`src/rtl/mult_seq_ctrl.sv`:
```
// Multi-cycle MULT/MULTU sequencer: one shared half-width signed multiplier, four partial products into HI/LO.
// Optional build macro MULT_ZERO_SKIP_EN: a zero operand completes in one cycle without raising busy.

module Signed_mult #(
    parameter int WL = 17
) (
    input  logic signed [WL-1:0]   a,
    input  logic signed [WL-1:0]   b,
    output logic signed [2*WL-1:0] p
);
    assign p = a * b;
endmodule

module mult_seq_ctrl #(
    parameter int DW = 32
) (
    input  logic          clk,
    input  logic          rst_n,
    input  logic          start,
    input  logic          is_signed,
    input  logic [DW-1:0] op_a,
    input  logic [DW-1:0] op_b,
    input  logic          flush,
    output logic          busy,
    output logic          done,
    output logic [DW-1:0] hi,
    output logic [DW-1:0] lo
);
    localparam int H  = DW / 2;
    localparam int WL = H + 1;
    localparam int AW = 2 * DW;

    typedef enum logic [2:0] {
        S_IDLE,
        S_ABS,
        S_M0,
        S_M1,
        S_M2,
        S_M3,
        S_SIGN
    } state_t;

    state_t          state_q, state_d;
    logic [DW-1:0]   a_q, a_d;
    logic [DW-1:0]   b_q, b_d;
    logic            sgn_q, sgn_d;
    logic            neg_q, neg_d;
    logic [AW-1:0]   acc_q, acc_d;
    logic [DW-1:0]   hi_q, hi_d;
    logic [DW-1:0]   lo_q, lo_d;
    logic            busy_q, busy_d;
    logic            done_q, done_d;

    logic signed [WL-1:0]   mul_a, mul_b;
    logic signed [2*WL-1:0] prod;
    logic [AW-1:0]          pp_ext;
    logic [AW-1:0]          result;
    logic                   zero_skip;

`ifdef MULT_ZERO_SKIP_EN
    assign zero_skip = (op_a == '0) || (op_b == '0);
`else
    assign zero_skip = 1'b0;
`endif

    Signed_mult #(.WL(WL)) u_mult (
        .a (mul_a),
        .b (mul_b),
        .p (prod)
    );

    // Halves are zero-extended, so the product is never negative and its top bits are always 0.
    assign pp_ext = {{(AW - 2*WL){1'b0}}, $unsigned(prod)};
    assign result = neg_q ? -acc_q : acc_q;

    always_comb begin
        mul_a = '0;
        mul_b = '0;
        case (state_q)
            S_M0: begin
                mul_a = {1'b0, a_q[H-1:0]};
                mul_b = {1'b0, b_q[H-1:0]};
            end
            S_M1: begin
                mul_a = {1'b0, a_q[H-1:0]};
                mul_b = {1'b0, b_q[DW-1:H]};
            end
            S_M2: begin
                mul_a = {1'b0, a_q[DW-1:H]};
                mul_b = {1'b0, b_q[H-1:0]};
            end
            S_M3: begin
                mul_a = {1'b0, a_q[DW-1:H]};
                mul_b = {1'b0, b_q[DW-1:H]};
            end
            default: begin
                mul_a = '0;
                mul_b = '0;
            end
        endcase
    end

    always_comb begin
        state_d = state_q;
        a_d     = a_q;
        b_d     = b_q;
        sgn_d   = sgn_q;
        neg_d   = neg_q;
        acc_d   = acc_q;
        hi_d    = hi_q;
        lo_d    = lo_q;
        busy_d  = busy_q;
        done_d  = 1'b0;

        case (state_q)
            S_IDLE: begin
                if (start && !flush) begin
                    a_d   = op_a;
                    b_d   = op_b;
                    sgn_d = is_signed;
                    if (zero_skip) begin
                        hi_d   = '0;
                        lo_d   = '0;
                        done_d = 1'b1;
                    end else begin
                        state_d = S_ABS;
                        busy_d  = 1'b1;
                    end
                end
            end
            S_ABS: begin
                // Magnitude of the most negative value wraps to 2^(DW-1), which is correct unsigned.
                if (sgn_q) begin
                    if (a_q[DW-1]) a_d = -a_q;
                    if (b_q[DW-1]) b_d = -b_q;
                    neg_d = a_q[DW-1] ^ b_q[DW-1];
                end else begin
                    neg_d = 1'b0;
                end
                acc_d   = '0;
                state_d = S_M0;
            end
            S_M0: begin
                acc_d   = acc_q + pp_ext;
                state_d = S_M1;
            end
            S_M1: begin
                acc_d   = acc_q + (pp_ext << H);
                state_d = S_M2;
            end
            S_M2: begin
                acc_d   = acc_q + (pp_ext << H);
                state_d = S_M3;
            end
            S_M3: begin
                acc_d   = acc_q + (pp_ext << (2 * H));
                state_d = S_SIGN;
            end
            S_SIGN: begin
                hi_d    = result[AW-1:DW];
                lo_d    = result[DW-1:0];
                done_d  = 1'b1;
                busy_d  = 1'b0;
                state_d = S_IDLE;
            end
            default: begin
                state_d = S_IDLE;
                busy_d  = 1'b0;
            end
        endcase

        // A flush abandons the operation without touching HI/LO.
        if (flush && (state_q != S_IDLE)) begin
            state_d = S_IDLE;
            busy_d  = 1'b0;
            done_d  = 1'b0;
            hi_d    = hi_q;
            lo_d    = lo_q;
        end
    end

    always_ff @(posedge clk or negedge rst_n) begin
        if (!rst_n) begin
            state_q <= S_IDLE;
            a_q     <= '0;
            b_q     <= '0;
            sgn_q   <= 1'b0;
            neg_q   <= 1'b0;
            acc_q   <= '0;
            hi_q    <= '0;
            lo_q    <= '0;
            busy_q  <= 1'b0;
            done_q  <= 1'b0;
        end else begin
            state_q <= state_d;
            a_q     <= a_d;
            b_q     <= b_d;
            sgn_q   <= sgn_d;
            neg_q   <= neg_d;
            acc_q   <= acc_d;
            hi_q    <= hi_d;
            lo_q    <= lo_d;
            busy_q  <= busy_d;
            done_q  <= done_d;
        end
    end

    assign busy = busy_q;
    assign done = done_q;
    assign hi   = hi_q;
    assign lo   = lo_q;

endmodule
```
`config.mk`:
```
export PLATFORM = sky130hd
export DESIGN_NAME = mult_seq_ctrl
export DESIGN_NICKNAME = d
export VERILOG_FILES = /design/src/rtl/mult_seq_ctrl.sv
export SDC_FILE = /design/constraint.sdc
export NUM_CORES = 1
export LEC_CHECK = 0
export CAP_MARGIN = 10
export CORE_ASPECT_RATIO = 2
export CORE_MARGIN = 4
export CORE_UTILIZATION = 45
export CTS_CLUSTER_SIZE = 20
export DETAILED_ROUTE_END_ITERATION = 8
export SETUP_SLACK_MARGIN = 0.5
export SLEW_MARGIN = 25
export SYNTH_ARGS = -nofsm -noshare
export SYNTH_HDL_FRONTEND = slang
export SYNTH_HIERARCHICAL = 1
export SYNTH_SLANG_ARGS = --single-unit
```
`constraint.sdc`:
```
create_clock -name clk -period 12.9 [get_ports clk]
set_input_delay 3.87 -clock clk [delete_from_list [all_inputs] [get_ports clk]]
set_output_delay 3.87 -clock clk [all_outputs]
set_load 0.02 [all_outputs]
```
# Word-level counts from Yosys, hierarchy flattened

Index checks and enable logic that the tools add are counted.

Reductions and logical operators: 19
Add/subtract/negate cells: 6
$mul: 1
Muxes and demuxes: 21
Equality and inequality tests: 12
Bitwise logic cells: 2

Operators by type and width:

| operator                                                               | number |
|---|---|
| 64-bit case mux with 4 select lines                                    | 1 |
| 32-bit 2-to-1 mux                                                      | 6 |
| 32-bit case mux with 2 select lines                                    | 2 |
| 64-bit by 34-bit adder with 64-bit output                              | 1 |
| 64-bit by 50-bit adder with 64-bit output                              | 1 |
| 64-bit adder                                                           | 1 |
| 64-bit 2-to-1 mux                                                      | 1 |
| 32-bit negator                                                         | 2 |
| 64-bit negator                                                         | 1 |
| 16-bit case mux with 2 select lines                                    | 2 |
| 16-bit by 16-bit multiplier with 32-bit output                         | 1 |
| 3-bit case mux with 6 select lines                                     | 1 |
| 2-bit OR reduction                                                     | 5 |
| 3-bit equality test (second input constant)                            | 3 |
| 2-bit inequality test (second input constant)                          | 4 |
| 4-bit AND reduction                                                    | 2 |
| 3-bit by 2-bit equality test with 1-bit output (second input constant) | 2 |
| 3-bit 2-to-1 mux                                                       | 2 |
| 2-bit AND reduction                                                    | 3 |
| 1-bit 2-to-1 mux                                                       | 5 |
| 5-bit OR reduction                                                     | 1 |
| 4-bit nonzero test                                                     | 1 |
| 3-bit by 1-bit equality test with 1-bit output (second input constant) | 1 |
| 3-bit zero test                                                        | 1 |
| other kinds (10)                                                       | 11 |

Register bits after elaboration: 199
Output and inout port bits: 66
Input bits: 69

# Depth between registers and ports, before layout

Depth in word-level cells: 6
Mapped depth: 41
Mapped depth without buffers: 37

# Modules after synthesis

Netlist, hierarchy kept.

By module, submodules not included:

| module        | cells each | times used | sequential area each (um2) | area an instance (um2) |
|---|---|---|---|---|
| mult_seq_ctrl | 2,255      | 1          | 4,979.8                    | 17,540.6 |
| Signed_mult   | 1,218      | 1          | 0.0                        | 11,055.6 |

# Worst setup path before layout

Ideal clock, no wire load.

Path kind: reg-to-reg
Start point: register state_q[0]
End point: register acc_q[57]
Path buffers: 6
Cell stages (with the launch flop): 38
Arrival: 10,066 ps
Setup slack: 2,710 ps
Setup time: 124 ps
Data required time: 12,776 ps
Path through: dfrtp_1 > clkbuf_1 > buf_1 > buf_1 > mux2i_1 > nor2_1 > clkbuf_1 > clkbuf_1 > nand2_1 > fa_1 > inv_1 > fa_1 > inv_1 > fa_1 > inv_1 > fa_1 > fa_1 > inv_1 > (+2 left out) > ha_1 > o21a_1 > a21oi_1 > a21oi_1 > a21o_1 > a21o_1 > xor2_1 > ha_1 > clkbuf_1 > nand4_1 > or3_1 > or3_1 > a211oi_1 > nor3_1 > a2111oi_2 > a41o_1 > or3b_1 > a211o_1

Word-level cells in the longest chain between the ends: 6

RTL lines:

| item                                                                                         | line | text |
|---|---|---|
| from (decl)                                                                                  | 43   | `state_t state_q, state_d;` |
| from (signal assigned)                                                                       | 195  | `state_q <= state_d;` |
| 3-bit equality test / 3-bit by 2-bit equality test with 1-bit output (equally long branches) | 79   | `case (state_q)` |
| 2-bit OR reduction (no source line)                                                          | n/a  |  |
| 16-bit case mux with 2 select lines *                                                        | 79   |  |
| net mul_b[10]                                                                                | 54   | `logic signed [WL-1:0] mul_a, mul_b;` |
| 16-bit by 16-bit multiplier with 32-bit output *                                             | 11   | `assign p = a * b;` |
| net prod[21]                                                                                 | 55   | `logic signed [2*WL-1:0] prod;` |
| 64-bit adder, or another cell as far along                                                   | 156  | `acc_d = acc_q + (pp_ext << (2 * H));` |
| 64-bit case mux with 4 select lines *                                                        | 115  | `case (state_q)` |
| to (signal assigned)                                                                         | 189  | `acc_q <= '0;` |
| to (signal assigned)                                                                         | 200  | `acc_q <= acc_d;` |
| to (decl)                                                                                    | 48   | `logic [AW-1:0] acc_q, acc_d;` |

The timed path passes the listed nets; every way through them passes the cells marked *.
A chain may end at the register's enable or synchronous reset.

# Worst setup path in the final report

Start point: register state_q[1]
End point: register acc_q[57]

Word-level cells in the longest chain between the ends: 6

RTL lines:

| item                                                                                         | line |
|---|---|
| 3-bit equality test / 3-bit by 2-bit equality test with 1-bit output (equally long branches) | 79 |
| 2-bit OR reduction (no source line)                                                          | n/a |
| 16-bit case mux with 2 select lines *                                                        | 79 |
| net mul_a[12]                                                                                | 54 |
| 16-bit by 16-bit multiplier with 32-bit output *                                             | 11 |
| net prod[21]                                                                                 | 55 |
| 64-bit adder, or another cell as far along                                                   | 156 |
| 64-bit case mux with 4 select lines *                                                        | 115 |

Marks and branches as above.

==> metrics.csv <==
metric,value,unit
run status,"complete, no violations",
power density over cell area,204,nW/um^2
end of the worst register-to-register path,acc_q[57]$_DFFE_PN0N_,
Area Overhead vs Synth,10.0,%
most common cell in the netlist,inv_1,
combinational share of power,73.7,%
fin worst setup slack,1.73,ns
area share of xor/xnor cells in the synthesized design,5.73,%
mapped cell area,28600,um^2
Mapped Cells,3473,
drt initial violations,1587,
Int Pwr,2.70,mW
initial antenna violation count,1,
# rows,130,
Arrival @ worst endpoint,11.56,ns
GRT Total Usage,31.4,%
Tot Pwr,6.42,mW
IO Pins,135,
NumNets Final,4073,
end-of-flow core utilization,50.0,%
Worst-Margin Slew,1.15,ns
fin cells,4323,
Initial Util,45.4,%
Placer Congestion,0.990,
hold_buf cts,0,
Static Leak,14.6,nW
worst clock skew,0.0258,ns
crit path max-delay cell type,a22o_1,
synthesis-stage register bit count,199,
Slew HR,22.6,%
top post-synthesis cells by count,"inv_1, nand2_1, fa_1",
ANT cells,0,
post-synthesis mux area share,1.02,%
CTS tree,yes,
Final Hold Vio Count,0,
post-CTS repair timing setup buffer count,0,
first-pass GRT wire length,161000,um
area share of the leading cell type in the synthesized netlist,20.9,%
share of cells above drive strength 1,4.22,%
WL final,106000,um
Final setup viols,0,
largest area contributor in the netlist,fa_1,
register area share after synthesis,17.4,%
Netlist cell types,88,
Worst R2R Start,state_q[1]$_DFFE_PN0P_,
drt drc,0,
Worst Path Required,13.29,ns
Synth Area per Inst,8.23,um^2
die area,67900,um^2
asr flop ratio synth,100,%
cts repair resizes,0,
"most used cell, CP",fa_1,
Post-Route Setup TNS,0,ns
switching power,3.72,mW
worst hold path type,reg -> reg,
Fmax achieved,89.5,MHz
Final ANT Viol Nets,0,
final hold slack,0.478,ns
CTS Sinks,199,
crit end category,flop,
Die Span Y,365,um
crit path launch,state_q[1]$_DFFE_PN0P_,
Worst R2R Setup Slack,1.73,ns
Worst Path Max Fanout,22,
Skew-Pair Late Insertion Delay,0.51,ns
Net Sw Frac,57.9,%
largest net degree at the start of global routing,104,
clock root buffer,clkbuf_16,
Worst Setup EP,acc_q[57]$_DFFE_PN0N_,
"Period Utilization, post-route",86.6,%
fin. max-slew vios,0,
DR pass1 iterations,5,
DPL Wire Length,86500,um
CTS Buffer Depth,2,
vias,25900,
Reg power frac,17.3,%
vias in the first global route,27200,
Fillers,6093,
max_cap viols,0,
Synth Warn #,6,
post-synthesis compound-gate area fraction,20.3,%
"final std cell area, no fill",31500,um^2
VDD IR max,0.131,mV
max incr delay on CP,0.92,ns
RSZ-0062 raised after global routing,false,
Setup WS pre-CTS,1.40,ns
CTS Buf Count,17,
Synth Area in Adders,29.1,%
min Tclk post-route,11.17,ns
Die Wd,186,um
CTS H-tree lvls,4,
IO buf count,134,
Worst setup SP type,flop,
Post-Place Cells,4291,
Clock Power Share,9.0,%
wire per inst,24.6,um
Synth Area in Simple Gates,18.9,%
total core area,62900,um^2
critical setup path kind,reg -> reg,
Clock transition at path regs,0.09,ns
"top cells by area, synth","fa_1, dfrtp_1, ha_1, o21ai_0, inv_1",
largest family of logic cells by synthesized area,adder cells,
global route overflow,0,
via/cell ratio,5.99,
R2R depth,32,
Placed Area,30900,um^2
"Top FF cell, synth",dfrtp_1,
Post-synth EDFFs,0,
kinds of logic after synthesis:
kind of cell | after synthesis
simple gates | 1097
flops | 199
mux | 29
buf+inv | 571
fa+ha+maj | 486
xor+xnor | 187
compound gates | 903
other cells | 1
area by class of cell:
type / instances / area [um^2] / share of cell area, %
clock buffers: 18 / 429 / 1.36
inverters: 388 / 1460 / 4.63
well taps: 792 / 991 / 3.15
multi-input cells: 2714 / 21600 / 68.5
clock inverters: 14 / 175 / 0.557
repair buffers: 198 / 1870 / 5.93
flip-flops and latches: 199 / 4980 / 15.8
power by group through the flow:
stage | logic, mW | clock network, mW | registers (mW)
2_1_floorplan | 3.00 | 0 | 0.979
5_1_grt | 5.07 | 0.613 | 1.13
3_3_place_gp | 4.62 | 0 | 1.11
4_1_cts | 4.68 | 0.595 | 1.10
3_5_place_dp | 4.66 | 0 | 1.12
6_report | 4.73 | 0.577 | 1.11
routing by layer:
metal | GRT usage (%) | vias to the layer above | wire [um]
met5 | 0 | - | 8
met4 | 26.9 | 2 | 11200
met3 | 2.86 | 329 | 3770
met2 | 57.6 | 892 | 55800
met1 | 30.9 | 12700 | 35300
li1 | - | 12000 | -
worst min-delay path by stage:
| stage | endpoint | cells after the start | slack, ns | start |
|---|---|---|---|---|
| final | hi[21]$_DFFE_PN0P_ | 2 | 0.48 | hi[21]$_DFFE_PN0P_ |
| after global routing | hi[9]$_DFFE_PN0P_ | 2 | 0.50 | hi[9]$_DFFE_PN0P_ |
| after CTS | hi[12]$_DFFE_PN0P_ | 2 | 0.49 | hi[12]$_DFFE_PN0P_ |
| after detailed placement | hi[12]$_DFFE_PN0P_ | 2 | 0.47 | hi[12]$_DFFE_PN0P_ |
| after global placement | hi[26]$_DFFE_PN0P_ | 2 | 0.46 | hi[26]$_DFFE_PN0P_ |
| after floorplan | b_q[14]$_DFFE_PN0P_ | 2 | 0.51 | b_q[14]$_DFFE_PN0P_ |
state kept, by name (all words and copies together), names as in the netlist:
register / count
lo: 32
state_q: 3
a_q: 32
hi: 32
acc_q: 64
done: 1
neg_q: 1
b_q: 32
sgn_q: 1
busy: 1
placed cells by master (no fill, tap or decap), drive strengths merged, types with 25 or more instances in the layout:
cell type,n
inv,394
nand2,358
fa,299
o21ai,295
nor2,208
dfrtp,199
ha,187
a21oi,177
and2,171
clkdlybuf4s50,133
xor2,103
xnor2,84
nor3,79
a21o,65
buf,65
nand3,51
a22oi,47
or3,44
nand2b,34
a211oi,34
nand4,30
mux2i,28
a31oi,28
o211ai,28
nor4,27
o31ai,25
critical path: cells and delay by family (launching register included):
kind	cells	cell delay, ns
AO/OA/AOI/OAI	10	3.44
XOR/XNOR	1	0.60
adder cells (fa/ha/maj)	8	3.92
buffers and inverters	6	0.85
flip-flops	1	0.38
AND/OR/NAND/NOR	7	1.83
Power figures use the tool's default switching activity.
